<file path="config.mk">
export PLATFORM = sky130hd
export DESIGN_NAME = noc_output_arbiter_flat
export DESIGN_NICKNAME = d
export VERILOG_FILES = /design/src/rtl/noc_pkg.sv /design/src/rtl/noc_output_arbiter_if.sv /design/src/rtl/rr_arbiter.sv /design/src/rtl/noc_output_arbiter.sv /design/src/flat_wrapper.sv
export SDC_FILE = /design/constraint.sdc
export NUM_CORES = 1
export LEC_CHECK = 0
export BUFFER_PORTS_ARGS = -buffer_cell sky130_fd_sc_hd__buf_4
export CAP_MARGIN = 20
export CORE_ASPECT_RATIO = 1.4
export CORE_MARGIN = 2
export CORE_UTILIZATION = 44
export CTS_BUF_LIST = sky130_fd_sc_hd__clkbuf_4
export DETAILED_ROUTE_END_ITERATION = 16
export GPL_TIMING_DRIVEN = 1
export PLACE_DENSITY = 0.87
export REMOVE_ABC_BUFFERS = 1
export SLEW_MARGIN = 0
export SYNTH_ARGS = -nofsm -noshare
export SYNTH_HDL_FRONTEND = slang
export SYNTH_SLANG_ARGS = --single-unit
</file>
<file path="constraint.sdc">
create_clock -name clk -period 2.67 [get_ports clk]
set_input_delay 0.267 -clock clk [delete_from_list [all_inputs] [get_ports clk]]
set_output_delay 0.267 -clock clk [all_outputs]
set_load 0.05 [all_outputs]
</file>
<file path="src/rtl/noc_pkg.sv">
`default_nettype none
// ============================================================================
// Module   : noc_pkg
// Purpose  : Shared NoC router constants: flit layout, buffer depth, port IDs
//            and the output-link state encoding.
// Revision : 1.0 - initial release
// ============================================================================
package noc_pkg;

   // Flit layout: [22:7] payload, [6:3] address, [2:0] target port
   localparam int FLIT_W      = 23;
   localparam int PAYLOAD_MSB = 22;
   localparam int PAYLOAD_LSB = 7;
   localparam int ADDR_MSB    = 6;
   localparam int ADDR_LSB    = 3;
   localparam int TGT_MSB     = 2;
   localparam int TGT_LSB     = 0;
   localparam int TGT_W       = TGT_MSB - TGT_LSB + 1;

   // Depth of every router input buffer; also the credit ceiling of a link
   localparam int BUF_DEPTH   = 7;

   // Output port indices
   localparam logic [2:0] PORT_LOCAL = 3'd0;
   localparam logic [2:0] PORT_NORTH = 3'd1;
   localparam logic [2:0] PORT_EAST  = 3'd2;
   localparam logic [2:0] PORT_SOUTH = 3'd3;
   localparam logic [2:0] PORT_WEST  = 3'd4;

   // Output link state as seen through the credit counter
   typedef enum logic [0:0] {
      LINK_BLOCKED = 1'b0,
      LINK_OPEN    = 1'b1
   } link_state_e;

endpackage : noc_pkg
`default_nettype wire

</file>
<file path="src/rtl/noc_output_arbiter_if.sv">
`default_nettype none
// ============================================================================
// Module   : noc_output_arbiter_if
// Purpose  : Bundle of input-buffer heads, pop strobes, output link and
//            credit return for one router output port.
// Revision : 1.0 - initial release
// ============================================================================
interface noc_output_arbiter_if
   import noc_pkg::*;
#(
   parameter int NUM_IN = 5,
   parameter int FLIT_W = noc_pkg::FLIT_W
);

   logic [NUM_IN-1:0]        in_valid;
   logic [NUM_IN*FLIT_W-1:0] in_flit;
   logic [NUM_IN-1:0]        in_pop;
   logic [FLIT_W-1:0]        out_flit;
   logic                     out_valid;
   logic                     credit_in;
   logic [2:0]               credit_cnt;
   logic                     err_credit;

   // Arbiter side: consumes buffer heads and credits, drives the link
   modport master (
      input  in_valid, in_flit, credit_in,
      output in_pop, out_flit, out_valid, credit_cnt, err_credit
   );

   // Environment side: input buffers and downstream router
   modport slave (
      output in_valid, in_flit, credit_in,
      input  in_pop, out_flit, out_valid, credit_cnt, err_credit
   );

endinterface : noc_output_arbiter_if
`default_nettype wire

</file>
<file path="src/rtl/rr_arbiter.sv">
`default_nettype none
// ============================================================================
// Module   : rr_arbiter
// Purpose  : Combinational round-robin arbiter. Searches from i_rr_ptr
//            upward with wrap-around and returns a one-hot grant plus its
//            encoded index. Reusable by any router allocator.
// Revision : 1.0 - initial release
// ============================================================================
module rr_arbiter
   import noc_pkg::*;
#(
   parameter int NUM_IN = 5,
   parameter int IDX_W  = (NUM_IN > 1) ? $clog2(NUM_IN) : 1
) (
   input  wire logic [NUM_IN-1:0] i_req,
   input  wire logic [IDX_W-1:0]  i_rr_ptr,
   input  wire logic              i_enable,
   output logic      [NUM_IN-1:0] o_grant,
   output logic      [IDX_W-1:0]  o_idx,
   output logic                   o_valid
);

   // Two ordered passes: first indices at or above the pointer, then the
   // wrapped indices below it; the first requester found wins.
   always_comb begin
      o_grant = '0;
      o_idx   = '0;
      o_valid = 1'b0;
      if (i_enable) begin
         for (int j = 0; j < NUM_IN; j++) begin
            if (!o_valid && i_req[j] && (j >= int'(i_rr_ptr))) begin
               o_grant[j] = 1'b1;
               o_idx      = IDX_W'(j);
               o_valid    = 1'b1;
            end
         end
         for (int j = 0; j < NUM_IN; j++) begin
            if (!o_valid && i_req[j]) begin
               o_grant[j] = 1'b1;
               o_idx      = IDX_W'(j);
               o_valid    = 1'b1;
            end
         end
      end
   end

endmodule : rr_arbiter
`default_nettype wire

</file>
<file path="src/rtl/noc_output_arbiter.sv">
`default_nettype none
// ============================================================================
// Module   : noc_output_arbiter
// Purpose  : Per-output-port switch allocator. Round-robin among buffer heads
//            targeting PORT_ID, pops the winner, registers the flit onto the
//            link and gates grants with a downstream credit counter.
// Revision : 1.0 - initial release
// ============================================================================
module noc_output_arbiter
   import noc_pkg::*;
#(
   parameter int         NUM_IN  = 5,
   parameter logic [2:0] PORT_ID = 3'd0,
   parameter int         FLIT_W  = noc_pkg::FLIT_W,
   parameter int         CREDITS = noc_pkg::BUF_DEPTH
) (
   input wire logic              clk,
   input wire logic              rst,   // synchronous, active-low
   noc_output_arbiter_if.master  bus
);

   localparam int         IDX_W      = (NUM_IN > 1) ? $clog2(NUM_IN) : 1;
   localparam logic [2:0] CREDIT_MAX = 3'(CREDITS);

   logic [NUM_IN-1:0] w_req;
   logic [NUM_IN-1:0] w_grant;
   logic [IDX_W-1:0]  w_idx;
   logic              w_gnt;
   logic              w_enable;
   link_state_e       w_link_state;
   logic [FLIT_W-1:0] w_sel_flit;
   logic [IDX_W-1:0]  w_ptr_next;
   logic [2:0]        w_cnt_next;
   logic              w_credit_ovf;

   logic [FLIT_W-1:0] r_out_flit;
   logic              r_out_valid;
   logic [IDX_W-1:0]  r_rr_ptr;
   logic [2:0]        r_credit_cnt;
   logic              r_err_credit;

   // A head requests only when valid and addressed to this output port
   generate
      for (genvar i = 0; i < NUM_IN; i++) begin : g_req
         assign w_req[i] = bus.in_valid[i] &&
                           (bus.in_flit[i*FLIT_W + TGT_LSB +: TGT_W] == PORT_ID);
      end
   endgenerate

   // Link is blocked when downstream has no free slot; grants are also held
   // off while reset is asserted so no buffer is popped during reset.
   assign w_link_state = (r_credit_cnt == 3'd0) ? LINK_BLOCKED : LINK_OPEN;
   assign w_enable     = (w_link_state == LINK_OPEN) && rst;

   rr_arbiter #(
      .NUM_IN (NUM_IN),
      .IDX_W  (IDX_W)
   ) u_rr_arbiter (
      .i_req    (w_req),
      .i_rr_ptr (r_rr_ptr),
      .i_enable (w_enable),
      .o_grant  (w_grant),
      .o_idx    (w_idx),
      .o_valid  (w_gnt)
   );

   // One-hot AND-OR mux of the winning head flit
   always_comb begin
      w_sel_flit = '0;
      for (int i = 0; i < NUM_IN; i++) begin
         w_sel_flit = w_sel_flit | (bus.in_flit[i*FLIT_W +: FLIT_W] & {FLIT_W{w_grant[i]}});
      end
   end

   // Priority moves to the index just past the winner, wrapping to zero
   assign w_ptr_next = (w_idx == IDX_W'(NUM_IN - 1)) ? '0 : (w_idx + IDX_W'(1));

   // Credit count = count - grant + credit_in, saturating at the ceiling
   always_comb begin
      w_cnt_next   = r_credit_cnt;
      w_credit_ovf = 1'b0;
      if (w_gnt && !bus.credit_in) begin
         w_cnt_next = r_credit_cnt - 3'd1;
      end else if (!w_gnt && bus.credit_in) begin
         if (r_credit_cnt == CREDIT_MAX) begin
            w_credit_ovf = 1'b1;
         end else begin
            w_cnt_next = r_credit_cnt + 3'd1;
         end
      end
   end

   // Output link register, round-robin pointer, credit counter, sticky error
   always_ff @(posedge clk) begin
      if (!rst) begin
         r_out_flit   <= '0;
         r_out_valid  <= 1'b0;
         r_rr_ptr     <= '0;
         r_credit_cnt <= CREDIT_MAX;
         r_err_credit <= 1'b0;
      end else begin
         r_out_valid  <= w_gnt;
         r_credit_cnt <= w_cnt_next;
         if (w_gnt) begin
            r_out_flit <= w_sel_flit;
            r_rr_ptr   <= w_ptr_next;
         end
         if (w_credit_ovf) begin
            r_err_credit <= 1'b1;
         end
      end
   end

   assign bus.in_pop     = w_grant;
   assign bus.out_flit   = r_out_flit;
   assign bus.out_valid  = r_out_valid;
   assign bus.credit_cnt = r_credit_cnt;
   assign bus.err_credit = r_err_credit;

endmodule : noc_output_arbiter
`default_nettype wire
</file>
<file path="src/flat_wrapper.sv">
// flat-port wrapper written by rule: the top's interface ports become plain ports
module noc_output_arbiter_flat import noc_pkg::*;
#(
   parameter int         NUM_IN  = 5,
   parameter logic [2:0] PORT_ID = 3'd0,
   parameter int         FLIT_W  = noc_pkg::FLIT_W,
   parameter int         CREDITS = noc_pkg::BUF_DEPTH
)
  (clk, rst, bus_in_valid, bus_in_flit, bus_credit_in, bus_in_pop, bus_out_flit, bus_out_valid, bus_credit_cnt, bus_err_credit);
  noc_output_arbiter_if #(.NUM_IN(NUM_IN), .FLIT_W(FLIT_W)) bus_i ();
  input wire logic clk;
  input wire logic rst;
  input wire logic [$bits(bus_i.in_valid)-1:0] bus_in_valid;
  input wire logic [$bits(bus_i.in_flit)-1:0] bus_in_flit;
  input wire logic [$bits(bus_i.credit_in)-1:0] bus_credit_in;
  output wire logic [$bits(bus_i.in_pop)-1:0] bus_in_pop;
  output wire logic [$bits(bus_i.out_flit)-1:0] bus_out_flit;
  output wire logic [$bits(bus_i.out_valid)-1:0] bus_out_valid;
  output wire logic [$bits(bus_i.credit_cnt)-1:0] bus_credit_cnt;
  output wire logic [$bits(bus_i.err_credit)-1:0] bus_err_credit;
  assign bus_i.in_valid = bus_in_valid;
  assign bus_i.in_flit = bus_in_flit;
  assign bus_i.credit_in = bus_credit_in;
  assign bus_in_pop = bus_i.in_pop;
  assign bus_out_flit = bus_i.out_flit;
  assign bus_out_valid = bus_i.out_valid;
  assign bus_credit_cnt = bus_i.credit_cnt;
  assign bus_err_credit = bus_i.err_credit;
  noc_output_arbiter #(.NUM_IN(NUM_IN), .PORT_ID(PORT_ID), .FLIT_W(FLIT_W), .CREDITS(CREDITS)) u_core (.clk(clk), .rst(rst), .bus(bus_i));
endmodule
</file>
After elaboration in Yosys (flattened, before gate mapping)

Index checks and enable logic that the tools add are counted.

Logic and storage cells: 114
Input bits: 123
Register bits: 31

Add/sub/neg operators: 3
Reduce and logical (&&, ||, !) cells: 41
Equal/unequal tests: 3
Mux-type cells: 48
Order comparisons: 5
Bitwise gates (word level): 9

Operators with widths:

| cell                  | count |
|---|---|
| $and A23 B23 Y23      | 5 |
| $or A23 B23 Y23       | 4 |
| $mux W3               | 13 |
| $mux W1               | 34 |
| $logic_and A1 B1 Y1   | 22 |
| $logic_not A3 Y1      | 6 |
| $logic_not A1 Y1      | 11 |
| $add A3 B1 Y3 const B | 2 |
| $eq A3 B3 Y1 const B  | 2 |
| $ge A1 B3 Y1 const A  | 2 |
| $ge A2 B3 Y1 const A  | 2 |
| $mux W5               | 1 |
| $ge A3 B3 Y1 const A  | 1 |
| $sub A3 B1 Y3 const B | 1 |
| $ne A2 B1 Y1 const B  | 1 |
| $reduce_and A2 Y1     | 1 |
| $reduce_bool A2 Y1    | 1 |

Depth between registers and ports, before layout

Gate-level depths: netlist of run 1.

Word-level depth: 50
Mapped depth: 11
Mapped depth without buffers: 10

By module

Synthesis of run 1 repeated with hierarchy kept, for this count alone.

Cell total of the unflattened synthesis: 229
Area total of the unflattened synthesis: 1944.4 sq um

By module, submodules not included:

| module             | instances | cells each | area an instance (sq um) |
|---|---|---|---|
| noc_output_arbiter | 1         | 184        | 1676.6 |
| rr_arbiter         | 1         | 45         | 267.8 |

Worst setup path before layout of run 1

No wires, ideal clock.

Path kind: register to register
Start point: reg u_core.r_credit_cnt[0] (netlist: u_core.bus.credit_cnt[0])
End point: reg u_core.r_credit_cnt[2] (netlist: u_core.bus.credit_cnt[2])
Data required time: 2.596 ns
Path buffers: 1
Slack: 0.010 ns
Cell stages (with the launch flop): 11
Period minus slack after synthesis: 2.660 ns
Data arrival time: 2.586 ns
Library setup time: 0.074 ns
Cells stage by stage: dfxtp_1 -> or3_1 -> and2_1 -> clkbuf_1 -> o21ai_1 -> inv_1 -> ha_1 -> fa_1 -> xor2_1 -> and3_1 -> o21ai_0

Cells in the longest elaborated chain, start to end: 8
Elaborated cells between the ends (all ways): 16
Those cells by class: 2 x add/sub; 2 x eq/ne; 5 x mux; 7 x reduce/logical

Ends and longest elaborated chain:

| element                             | RTL line                  | text |
|---|---|---|
| start: declaration                  | noc_output_arbiter.sv:39  | `logic [2:0] r_credit_cnt;` |
| start signal: assignment            | noc_output_arbiter.sv:103 | `r_credit_cnt <= w_cnt_next;` |
| $logic_not A3 Y1 *                  | noc_output_arbiter.sv:52  | `assign w_link_state = (r_credit_cnt == 3'd0) ? LINK_BLOCKED : LINK_OPEN;` |
| $mux W1 *                           | noc_output_arbiter.sv:52  |  |
| $logic_and A1 B1 Y1 *               | noc_output_arbiter.sv:53  | `assign w_enable = (w_link_state == LINK_OPEN) && rst;` |
| $mux W1 *                           | rr_arbiter.sv:29          | `if (i_enable) begin` |
| via u_core.u_rr_arbiter.o_valid     | rr_arbiter.sv:20          | `output logic o_valid` |
| $logic_not A1 Y1                    | noc_output_arbiter.sv:84  | `end else if (!w_gnt && bus.credit_in) begin` |
| $logic_and A1 B1 Y1                 | noc_output_arbiter.sv:84  |  |
| $reduce_bool A2 Y1 (no source line) | n/a                       |  |
| $reduce_and A2 Y1 (no source line)  | n/a                       |  |

Mark *: on every way through the listed nets, which the timed path passes. The rest lies on a longest branch. The select of a mux whose other input is x is not followed.
A chain may end at the register's enable or synchronous reset.

Worst setup path in the final report of run 1

Start point: reg u_core.r_rr_ptr[1]
End point: out bus_in_pop[1]

Cells in the longest elaborated chain, start to end: 32
Elaborated cells between the ends (all ways): 37
Those cells by class: 5 x order compare; 15 x mux; 17 x reduce/logical

Ends and longest elaborated chain:

| element                           | RTL line                  | text |
|---|---|---|
| start: declaration                | noc_output_arbiter.sv:38  | `logic [IDX_W-1:0] r_rr_ptr;` |
| start signal: assignment          | noc_output_arbiter.sv:106 | `r_rr_ptr <= w_ptr_next;` |
| $ge A1 B3 Y1                      | rr_arbiter.sv:31          | `if (!o_valid && i_req[j] && (j >= int'(i_rr_ptr))) begin` |
| $logic_and A1 B1 Y1               | rr_arbiter.sv:31          |  |
| $mux W1                           | rr_arbiter.sv:31          |  |
| $mux W1                           | rr_arbiter.sv:29          |  |
| $logic_not A1 Y1                  | rr_arbiter.sv:31          |  |
| $logic_and A1 B1 Y1 (2 in series) | rr_arbiter.sv:31          |  |
| $mux W1                           | rr_arbiter.sv:31          |  |
| $mux W1                           | rr_arbiter.sv:29          |  |
| (+15 left out)                    | n/a                       |  |
| $logic_not A1 Y1                  | rr_arbiter.sv:38          | `if (!o_valid && i_req[j]) begin` |
| $logic_and A1 B1 Y1               | rr_arbiter.sv:38          |  |
| $mux W1                           | rr_arbiter.sv:38          |  |
| $mux W1                           | rr_arbiter.sv:29          |  |
| $logic_not A1 Y1                  | rr_arbiter.sv:38          |  |
| $logic_and A1 B1 Y1               | rr_arbiter.sv:38          |  |
| $mux W1 *                         | rr_arbiter.sv:38          |  |
| $mux W5 *                         | rr_arbiter.sv:29          |  |
| end: declaration                  | flat_wrapper.sv:16        | `output wire logic [$bits(bus_i.in_pop)-1:0] bus_in_pop;` |

Every way passes the cells marked *; elsewhere a longest branch is shown, timed or not. The select of a mux whose other input is x is not followed.

==> results of run 1 <==
## where the power goes
group / internal [mW] / switching (mW)
Combinational: 0.319 / 0.432
Sequential: 0.525 / 0.0604
Clock: 0.0931 / 0.164
## layout by cell type (no fill, tap or decap), drive strengths merged, types with 2 or more instances in the layout
master     n
clkbuf     5
dfxtp     31
a221oi    18
nand3     62
nor3       6
and2       2
a22oi     19
a21oi      7
mux2i      2
or4b       5
inv       28
buf      178
o21ai      7
nand2     28
a22o       2
o211ai    20
a211o      2
nor4b      4
nor2       9
clkinv     2
o2bb2ai    2
and3       5
ha         4
a31oi      2
## logic make-up after synthesis
| logic type | count (synthesis) | share of synthesized area [%] |
|---|---|---|
| xor+xnor | 1 | 0.374 |
| simple gates | 129 | 29.7 |
| mux | 3 | 1.33 |
| flops | 31 | 26.5 |
| compound gates | 88 | 28.9 |
| fa+ha+maj | 5 | 2.99 |
| buf+inv | 54 | 10.2 |
## worst min-delay path, delay by kind of cell
family / cells / cell delay (ps)
simple gates: 2 / 90
buf+inv: 1 / 80
## stage by stage
stage / total power [mW] / setup slack [ps] / std cells / util [%]
floorplan: 0.985 / -939 / 285 / -
global placement: 1.30 / 172 / 524 / 70.4
detailed placement: 1.32 / -10.5 / 524 / 70.4
CTS: 1.58 / 15.3 / 531 / 71.5
global route: 1.68 / -0.955 / 536 / 72.6
finish: 1.59 / 44.3 / 536 / 72.6
## cell type report
cell class | count | area [µm²]
multi-input combinational | 226 | 1530
fill | 447 | 1410
timing repair buffer | 178 | 1360
sequential | 31 | 623
inverter | 28 | 105
tap | 66 | 82.6
clock buffer | 5 | 37.5
clock inverter | 2 | 8.76
## sequential cells by signal, summed over array words and instances, names as in the netlist
register               flops
u_core.r_rr_ptr            3
u_core.bus.out_valid       1
u_core.bus.credit_cnt      3
u_core.bus.err_credit      1
u_core.bus.out_flit       23
## what timing repair did
action,4_1_cts,5_1_grt
hold endpoints to repair,0,0
resized for setup,1,6
setup endpoints to repair,1,4
pin swaps,0,2
buffers inserted,0,5
## routing by layer
metal	global-route usage [%]	vias to the layer above
met3	6.36	40
met5	0	-
met4	10.9	0
met2	58.8	184
met1	32.0	1484
li1	-	1488
## final timing paths
path,from,end,slack (ps),depth (start not counted)
setup / recovery,u_core.r_rr_ptr[1]$_SDFFE_PN0P_,bus_in_pop[1],40,7
hold reg to reg,u_core.bus.out_flit[1]$_SDFFE_PN0P_,u_core.bus.out_flit[1]$_SDFFE_PN0P_,490,1
setup reg to reg,u_core.bus.credit_cnt[2]$_SDFFE_PN1P_,u_core.bus.credit_cnt[2]$_SDFFE_PN1P_,220,9
hold / removal,bus_in_flit[52],u_core.bus.out_flit[6]$_SDFFE_PN0P_,120,3
==> results list, run 1 <==
* Result of the run: finished, final reports clean
- The core region is slightly above 0.005 mm².
- Remaining max-slew budget at the tightest pin: 54.9%
- STA classifies the critical path startpoint as a flip-flop.
* Initial antenna violation count: 0
- Count of input and output buffers: 155
- In this run the power density over the cells is 426 mW/mm².
- Post-synthesis sequential element count: 31
* Placement Cell Area: 0.00363 mm²
* Synthesis warning total: 0
- The number of antenna diodes in the final layout is 0.
- Ranked by total cell area, the synthesized netlist is headed by dfxtp_1 26%, nand3_1 13%, a221oi_1 6.7%.
- DR WL met2: 5070 µm
* Most used flip-flop cell after synthesis: dfxtp_1
- Proportion of synthesized chip area in sequential cells: 26.5%
- Maximum level of the CTS H-tree: 2
- CP peak stage delay: 430 ps
* Number of I/O pins: 156
* Worst ir drop on vdd: around 0.00041 V
- Total overflow reported by the global router: 0
- For the worst setup path, the data arrival time is 2360 ps.
- Initial Util: approximately 45%
- On the final layout, the worst clock skew is 14.2 ps.
- Setup total negative slack on the finished layout was measured at 0 ps.
- Share of synthesized registers carrying an async set or reset: 0%
* Transition at the pin with the smallest max-transition slack: 667 ps
- Counting instances in the post-synthesis netlist gives the leading cell types as 62 x nand3_1, 31 x dfxtp_1, 28 x inv_1, 27 x nand2_1, 20 x o211ai_1.
- The number of hold buffers added after CTS was 0.
* Cell at the root of the clock tree: clkbuf_4
- Number of nets still failing antenna checks after routing: 0
- Among all cell types in the netlist, the one instantiated most often is nand3_1.
* Number of distinct standard cells referenced by the synthesized netlist: 49
* Wirelength per Cell: between 15 and 20 µm
- Dividing the detail-routed via count by the number of cells gives just under 6.
- The first global-routing pass estimated 14600 µm of wire.
* Num CTS Buffers: 5
- Share of post-route cells with drive strength above 1: around 43%
- No sink is reached through more buffers than the 2 on the longest clock path.
- Vias in the first global route: 3170
- TritonCTS clock tree: yes
- Most repeated library cell on the critical path: buf_4
- Clock-pin slew was measured on the worst setup and hold paths at 100 ps.
- The area growth from synthesis to layout is 59.8%.
- For the worst setup path, the data required time is ~2400 ps.
- Final RePlAce weighted congestion: 0.903
- For this block, the via count after detailed routing is 3196.
- Synthesis produced a netlist whose cell count is 311.
- In this run the worst hold path is classified as primary input to flip-flop.
- Crit path kind: flip-flop to output port
- The critical path goes through buf_4, or2_1, o21ai_1, o2bb2ai_1, nor3_2, buf_6, buf_4.
- Of the available clock period, the critical path in the final layout requires between 90 and 100%.
- In the detailed route, the total length drawn on met3 is 843 µm.
- After synthesis the cells add up to ~0.0023 mm².
* Total Routing Usage GR: a little under a third
- Pins over their slew limit: 0
* Maximum fanout along the worst path: 18
* Vert. Die Dim: 90.4 µm
- Summed over all instances, the cell type with the most area after synthesis is dfxtp_1.
* Total wirelength of the detailed-routed design: between 9000 and 10000 µm
* Max-cap check violation count: 0
- Max stage delay cell, worst path: dfxtp_1
- After routing the design area is 0.00374 mm².
* Share of the synthesized area in the top cell type: 26.5%
- For the worst-skew pair, the clock arrives at the later sink with an insertion delay of between 300 and 400 ps.
- Worst path top cell family by delay: simple AND/OR/NAND/NOR gates
- Dividing the synthesized area by the synthesized cell count gives 7.54 µm².
- The clock net in this run drives a total of 31 sinks.
* Count of TritonRoute iterations in the first routing pass: 6
- Crit path buf inv count: 3
- The smallest clock period supported by the final layout is computed as 2630 ps.
- In the routed design, unresolved DRC markers number 0.
* Achievable frequency: 381 MHz
* Length of routed wiring on met1: 3320 µm
- Max Used Layer: met4
- Nets: 598
- Worst hold slack: roughly 120 ps
- Area of the die: 0.00593 mm²
* Count of endpoints failing hold in the final timing report: 0
- Setup violations remaining at the end of the flow were counted as 0.
* Number of DRC markers after the initial detailed-route iteration: 204
* Floorplan row count: 31
- Entering global routing, the biggest net connects 33 pins.
- Detail Placement HPWL: 6800 µm
- Cell leakage power: 1.69 nW
- STA classifies the critical path endpoint as an output port.
* Horizontal extent of the die: ~66 µm
- Yosys mapped a number of flops with a built-in enable equal to 0.
Power figures use the tool's default switching activity.
==> run 2, diff against run 1 <==
Settings changed: RECOVER_POWER set to 50.
==> run 2 against run 1 <==
Fmax fell by 0.32%. First-iteration DRC count rose by 7.8%. Count of clock-buffer cells in the layout did not move. Sequential power barely moved.
==> results list, run 2 (synthesized netlist as in run 1, its figures left out) <==
* Clock sinks: 31
- Crit path kind: flip-flop to output port
* Most repeated library cell on the critical path: buf_4
* Count of endpoints failing hold in the final timing report: 0
- The largest single stage delay on the critical path is ~440 ps.
- In this run the deepest clock path goes through 2 buffers.
- Post-route DRC violation count: 0
* Cell at the root of the clock tree: clkbuf_4
- Clock network latency to the later pin of the worst-skew pair: 340 ps
* Number of flip-flops in the largest register: 23
- Count of TritonRoute iterations in the first routing pass: 5
* Worst hold slack: 118 ps
- TritonCTS built the clock tree.
* Worst ir drop on vdd: 0.000377 V
- Pin count of the biggest net entering global routing: 33
* Final TNS setup: 0 ps
- At the end of routability-driven placement, the weighted congestion stood at roughly 0.9.
* Layout-stage area growth over the synthesis result: 55.3%
- Startpoint Class: flip-flop
* P per Cell Area: 424 mW/mm²
- Final critical path time including I/O delays and setup: roughly 2600 ps
- Final standard cell utilization of the core: 70.6%
- Vias in the first global route: 3170
- After detailed routing, the number of vias per cell comes to 5.99.
* Horizontal extent of the die: 65.7 µm
- Maximum level of the CTS H-tree: 2
- CP Capture Type: output port
- Achievable frequency: 380 MHz
- Result of the run: finished, final reports clean
* Path category of the worst min-delay check: primary input to flip-flop
- Total wirelength of the detailed-routed design: 9540 µm
* Number of DRC markers after the initial detailed-route iteration: 220
* Pins over their slew limit: 0
* Endpoint arrival time on the critical path: 2370 ps
- The slowest stage of the critical path is the dfxtp_1 cell.
- The repair_antennas step left the layout with diodes totalling 0.
* Count of input and output buffers: 155
- The HPWL after detailed placement is 6800 µm.
* Total Routing Usage GR: 31.0%
- Nets: 598
- Area of the die: 0.00593 mm²
* Floorplan row count: 31
- Vert. Die Dim: roughly 90 µm
- Share of post-route cells with drive strength above 1: a little over a third
* Total overflow reported by the global router: 0
- CORE AREA: 0.00516 mm²
- Setup violations remaining at the end of the flow were counted as 0.
- In this run the tightest slew margin relative to its limit is between 50% and 60%.
- Across the run, the number of max-cap violations was 0.
- Once the floorplan was initialized, standard cells occupied 45.4% of the core.
* Filler Cells Inserted: 480
- Once detail routing completed, the nets flagged for antenna violations numbered 0.
* Wirelength per Cell: 17.8 µm
* Clock transition at the registers of the reported paths: 100 ps
- Along the worst path, the maximum fanout reaches 18.
- Ordered list of cells on the worst path: buf_4, or2_1, o21ai_1, o2bb2ai_1, nor3_2, buf_6, buf_4
- Top library cells by usage in the layout, fill and taps aside: 147 x buf_4, 62 x nand3_1, 29 x dfxtp_1
- Across all layers, the routed design uses 3211 vias.
- Ratio of final minimum period to clock period: 98.7%
- Cell leakage power: 1.58 nW
- Leaving out fill and tap cells, the most frequent cell in the layout is buf_4.
* Wire length of the first global-routing pass: 14600 µm
- WP data required: about 2400 ps
- The initial antenna violation count was 0.
* Number of I/O pins: 156
- Clock skew on the completed layout was measured at 14.1 ps.
- At the pin with the least slew margin, the transition time is 661 ps.
- In this run, CTS created clock tree buffers numbering 5.
-- run 2: final timing paths --
check                                              from                                    end  slack (ps)  cells after the start
setup / recovery        u_core.r_rr_ptr[1]$_SDFFE_PN0P_                          bus_in_pop[1]          40                      7
hold / removal                          bus_in_flit[51]    u_core.bus.out_flit[5]$_SDFFE_PN0P_         120                      3
setup reg to reg  u_core.bus.credit_cnt[2]$_SDFFE_PN1P_  u_core.bus.credit_cnt[2]$_SDFFE_PN1P_         210                      9
hold reg to reg     u_core.bus.out_flit[1]$_SDFFE_PN0P_    u_core.bus.out_flit[1]$_SDFFE_PN0P_         490                      1
-- run 2: timing repair --
item                                    CTS  global route
buffers inserted                          0             5
endpoints found under the setup margin    1             4
gates resized for setup                   1             6
pin swaps                                 0             2
hold buffers                              0             0
-- run 2: worst max-delay path, delay by kind of cell, from the launching register on --
family	cells	cell delay, ps
flops	1	440
compound gates	2	260
simple gates	2	650
buf+inv	3	670
-- run 2: per-layer routing --
layer / GRT usage [%] / vias to the layer above / part of all wire (%)
li1: - / 1486 / -
met1: 32.0 / 1498 / 35
met2: 58.8 / 185 / 53
met3: 6.36 / 42 / 8.9
met4: 10.9 / 0 / 3.3
met5: 0 / - / 0
-- run 2: power breakdown --
| part | switching (mW) | internal (mW) | total [mW] |
|---|---|---|---|
| clock | 0.164 | 0.0931 | 0.258 |
| combinational | 0.431 | 0.272 | 0.702 |
| sequential | 0.0589 | 0.525 | 0.584 |
-- run 2: through the flow --
stage | instances | power, mW | area, µm² | setup WS [ps]
finish | 536 | 1.54 | 3640 | 35.9
global placement | 524 | 1.30 | 3630 | 172
floorplan | 285 | 0.985 | 2210 | -939
detailed placement | 524 | 1.32 | 3630 | -10.5
CTS | 531 | 1.58 | 3690 | 15.3
global route | 536 | 1.63 | 3640 | -0.955
-- run 2: layout make-up --
cell class	instances	area, µm²	share of cell area, %
clock buffer	5	37.5	1.03
clock inverter	2	8.76	0.241
inverter	28	105	2.89
multi-input combinational	226	1530	42.1
sequential	31	623	17.1
tap	66	82.6	2.27
timing repair buffer	178	1250	34.4
==> run 3, diff against run 2 <==
Settings changed: REMOVE_ABC_BUFFERS 1 to not set.
==> run 3 against run 2 <==
Via count up 0.62%. Routed wire length is 2.8% lower. Core utilization fell by 0.53 points. Largest cell class unchanged. Total power increased by 6.8%. Clock power up 46%. Cell count down 0.37%. Sequential share of layout area increased by 0.061 points. Die area stayed put. Register-to-register slack got worse by 100 ps. Critical path type unchanged. First-iteration DRC count increased by 32%. Sequential power barely moved. Count of clock-buffer cells in the layout stayed put.
==> results list, run 3 (synthesized netlist as in run 1, its figures left out) <==
- Result of the run: finished, final reports clean
- P per Cell Area: 457 mW/mm²
- Final critical path time including I/O delays and setup: 2560 ps
* Number of nets still failing antenna checks after routing: 0
- In the final timing run, aggregate negative setup slack is 0 ps.
- The library cell used most frequently in the layout, excluding fill and tap cells, is buf_4.
- Share of total power in the clock network: a little under a quarter
* CP endpoint: bus_in_pop[4]
* Clock transition at the registers of the reported paths: between 100 and 150 ps
- Of the cells placed in the final design, the portion with a size suffix greater than 1 is 35.3%.
- Layout-stage area growth over the synthesis result: 54.1%
- The core region is 0.00516 mm².
- Counting the fill cells in the layout gives between 400 and 500.
- For flop-to-flop paths, the worst setup slack is 110 ps.
- Net switching is 40.6% of the power.
- Summed area of non-filler cells in the final layout: approximately 0.0036 mm²
* Post-route DRC violation count: 0
- Reg power frac: between 30% and 40%
- Crit path kind: flip-flop to output port
- Switching component of the power: around 0.67 mW
- WP data required: 2400 ps
* Endpoint arrival time on the critical path: 2300 ps
- Number of DRC markers after the initial detailed-route iteration: 291
- Total power for the finished layout comes to 1.65 mW.
- Once the clock tree was built, the setup fixing pass inserted 0 buffers.
* TritonCTS clock tree: yes
- Achievable frequency: 390 MHz
- After detailed routing, the average wire length per cell comes to 17.4 µm.
* Initial antenna violation count: 0
- Antenna Diode Count: 0
- Summed over all nets, the half-perimeter wirelength after detailed placement is 7190 µm.
- Total Routing Usage GR: 30.8%
- Clock network latency to the later pin of the worst-skew pair: around 350 ps
- Worst hold stages: 3
- Setup slack closes at around 110 ps.
- Across all layers, the routed design uses 3231 vias.
- Ratio of final minimum period to clock period: 96.0%
* Placement Cell Area: 0.00364 mm²
* Post-CTS Hold Fix Bufs: 0
* Transition at the pin with the smallest max-transition slack: roughly 810 ps
- Setup repair after global routing left no endpoint under its margin.
* Num CTS Buffers: 5
- Capture point of the worst reg-to-reg path: u_core.bus.out_flit[21]$_SDFFE_PN0P_
- Worst ir drop on vdd: 0.000495 V
* CP peak stage delay: 510 ps
- ~160 I/O pins were placed.
- STA classifies the critical path startpoint as a flip-flop.
* Proportion of power drawn by combinational gates: 42.0%
* Footprint of the multi-input gates: approximately 0.0015 mm²
- Summed over all cells, the static leakage comes to 1.56 nW.
* Post-placement worst setup slack: ~110 ps
- Final Skew: 11.3 ps
* Count of endpoints failing hold in the final timing report: 0
- Measured in cells, the most critical reg-to-reg path has a length of 7.
* Top library cells by usage in the layout, fill and taps aside: 144 x buf_4, 62 x nand3_1, 31 x dfxtp_1
* Count of input and output buffers: 155
- The via count of the first global-routing pass was between 3000 and 4000.
* Max-cap check violation count: 0
- Path category of the worst min-delay check: primary input to flip-flop
- After detailed routing, the number of vias per cell comes to between 6 and 7.
* Area of the die: 0.00593 mm²
- In this run the vertical extent of the chip is about 90 µm.
- Pins over their slew limit: 0
* Maximum level of the CTS H-tree: 2
- In this run the core area contains 31 standard-cell rows.
- CP Capture Type: output port
- For this block, the routed nets add up to around 9300 µm of wire.
- Initial Util: 45.4%
- R2R Path Start: u_core.r_rr_ptr[1]$_SDFFE_PN0P_
- Post-Syn Nets: 439
- Maximum clock path buffer count: 2
* Maximum fanout along the worst path: 8
* Total overflow reported by the global router: 0
- FF+latch area: 621 µm²
- Final RePlAce weighted congestion: roughly 0.85
- Max stage delay cell, worst path: dfxtp_1
- The floorplan step set the die width to 65.7 µm.
- Pin count of the biggest net entering global routing: 27
- Design internal power: 0.980 mW
* Final setup violation count: 0
- Startpoint of the lowest-slack hold path: bus_in_flit[56]
* Post-layout instance count excluding filler cells: 534
* Cell at the root of the clock tree: clkbuf_4
- The register with the most flip-flops in the layout has 23 of them.
- Clock sinks: 31
- In this run the tightest slew margin relative to its limit is between 40% and 50%.
* Crit. Startpoint: u_core.r_rr_ptr[1]$_SDFFE_PN0P_
- The net count of the finished layout is between 500 and 600.
- Once placement completed, the tool counted placed cells totaling around 530.
- Count of instances resized after the clock tree is built: 0
- Wire length of the first global-routing pass: 14400 µm
- Ordered list of cells on the worst path: nand2_2, a222oi_1, a21oi_1, a311oi_4, buf_4
- Count of TritonRoute iterations in the first routing pass: 5
-- run 3: worst min-delay path by stage --
stage / end / slack [ps]
after floorplan: u_core.bus.out_flit[10]$_SDFFE_PN0P_ / 380
after global placement: u_core.bus.out_flit[5]$_SDFFE_PN0P_ / 460
after detailed placement: u_core.bus.out_flit[6]$_SDFFE_PN0P_ / 470
after CTS: u_core.bus.out_flit[10]$_SDFFE_PN0P_ / 100
after global routing: u_core.bus.out_flit[10]$_SDFFE_PN0P_ / 100
final: u_core.bus.out_flit[10]$_SDFFE_PN0P_ / 100
-- run 3: worst max-delay path, delay by kind of cell, from the launching register on --
family,cells,cell delay [ps]
buf+inv,1,260
simple gates,1,100
compound gates,3,1060
flops,1,510
-- run 3: final cells by class --
type / count / share of cell area [%]
Multi-Input combinational cell: 226 / 41.8
Timing Repair Buffer: 175 / 33.7
Sequential cell: 31 / 17.2
Inverter: 28 / 2.91
Tap cell: 66 / 2.29
Clock inverter: 3 / 1.07
Clock buffer: 5 / 1.04
-- run 3: power groups by stage --
stage	Combinational (mW)	Clock, mW	Sequential [mW]
global route	0.732	0.394	0.588
floorplan	0.227	0	0.774
finish	0.692	0.376	0.581
CTS	0.737	0.376	0.581
global placement	0.715	0	0.588
detailed placement	0.734	0	0.591
-- run 3: metrics by stage --
stage / utilization (%) / hold slack (ps)
finish: 70.0 / 99.8
global route: 70.0 / 97.8
CTS: 72.1 / 96.8
detailed placement: 70.7 / 471
global placement: 70.7 / 463
floorplan: - / 376
-- run 3: layer usage --
layer / vias up / global-route usage (%) / routed length, µm
li1: 1492 / - / -
met1: 1525 / 33.0 / 3280
met4: 0 / 13.4 / 292
met2: 179 / 55.7 / 4960
met5: - / 0 / 0
met3: 35 / 6.61 / 751
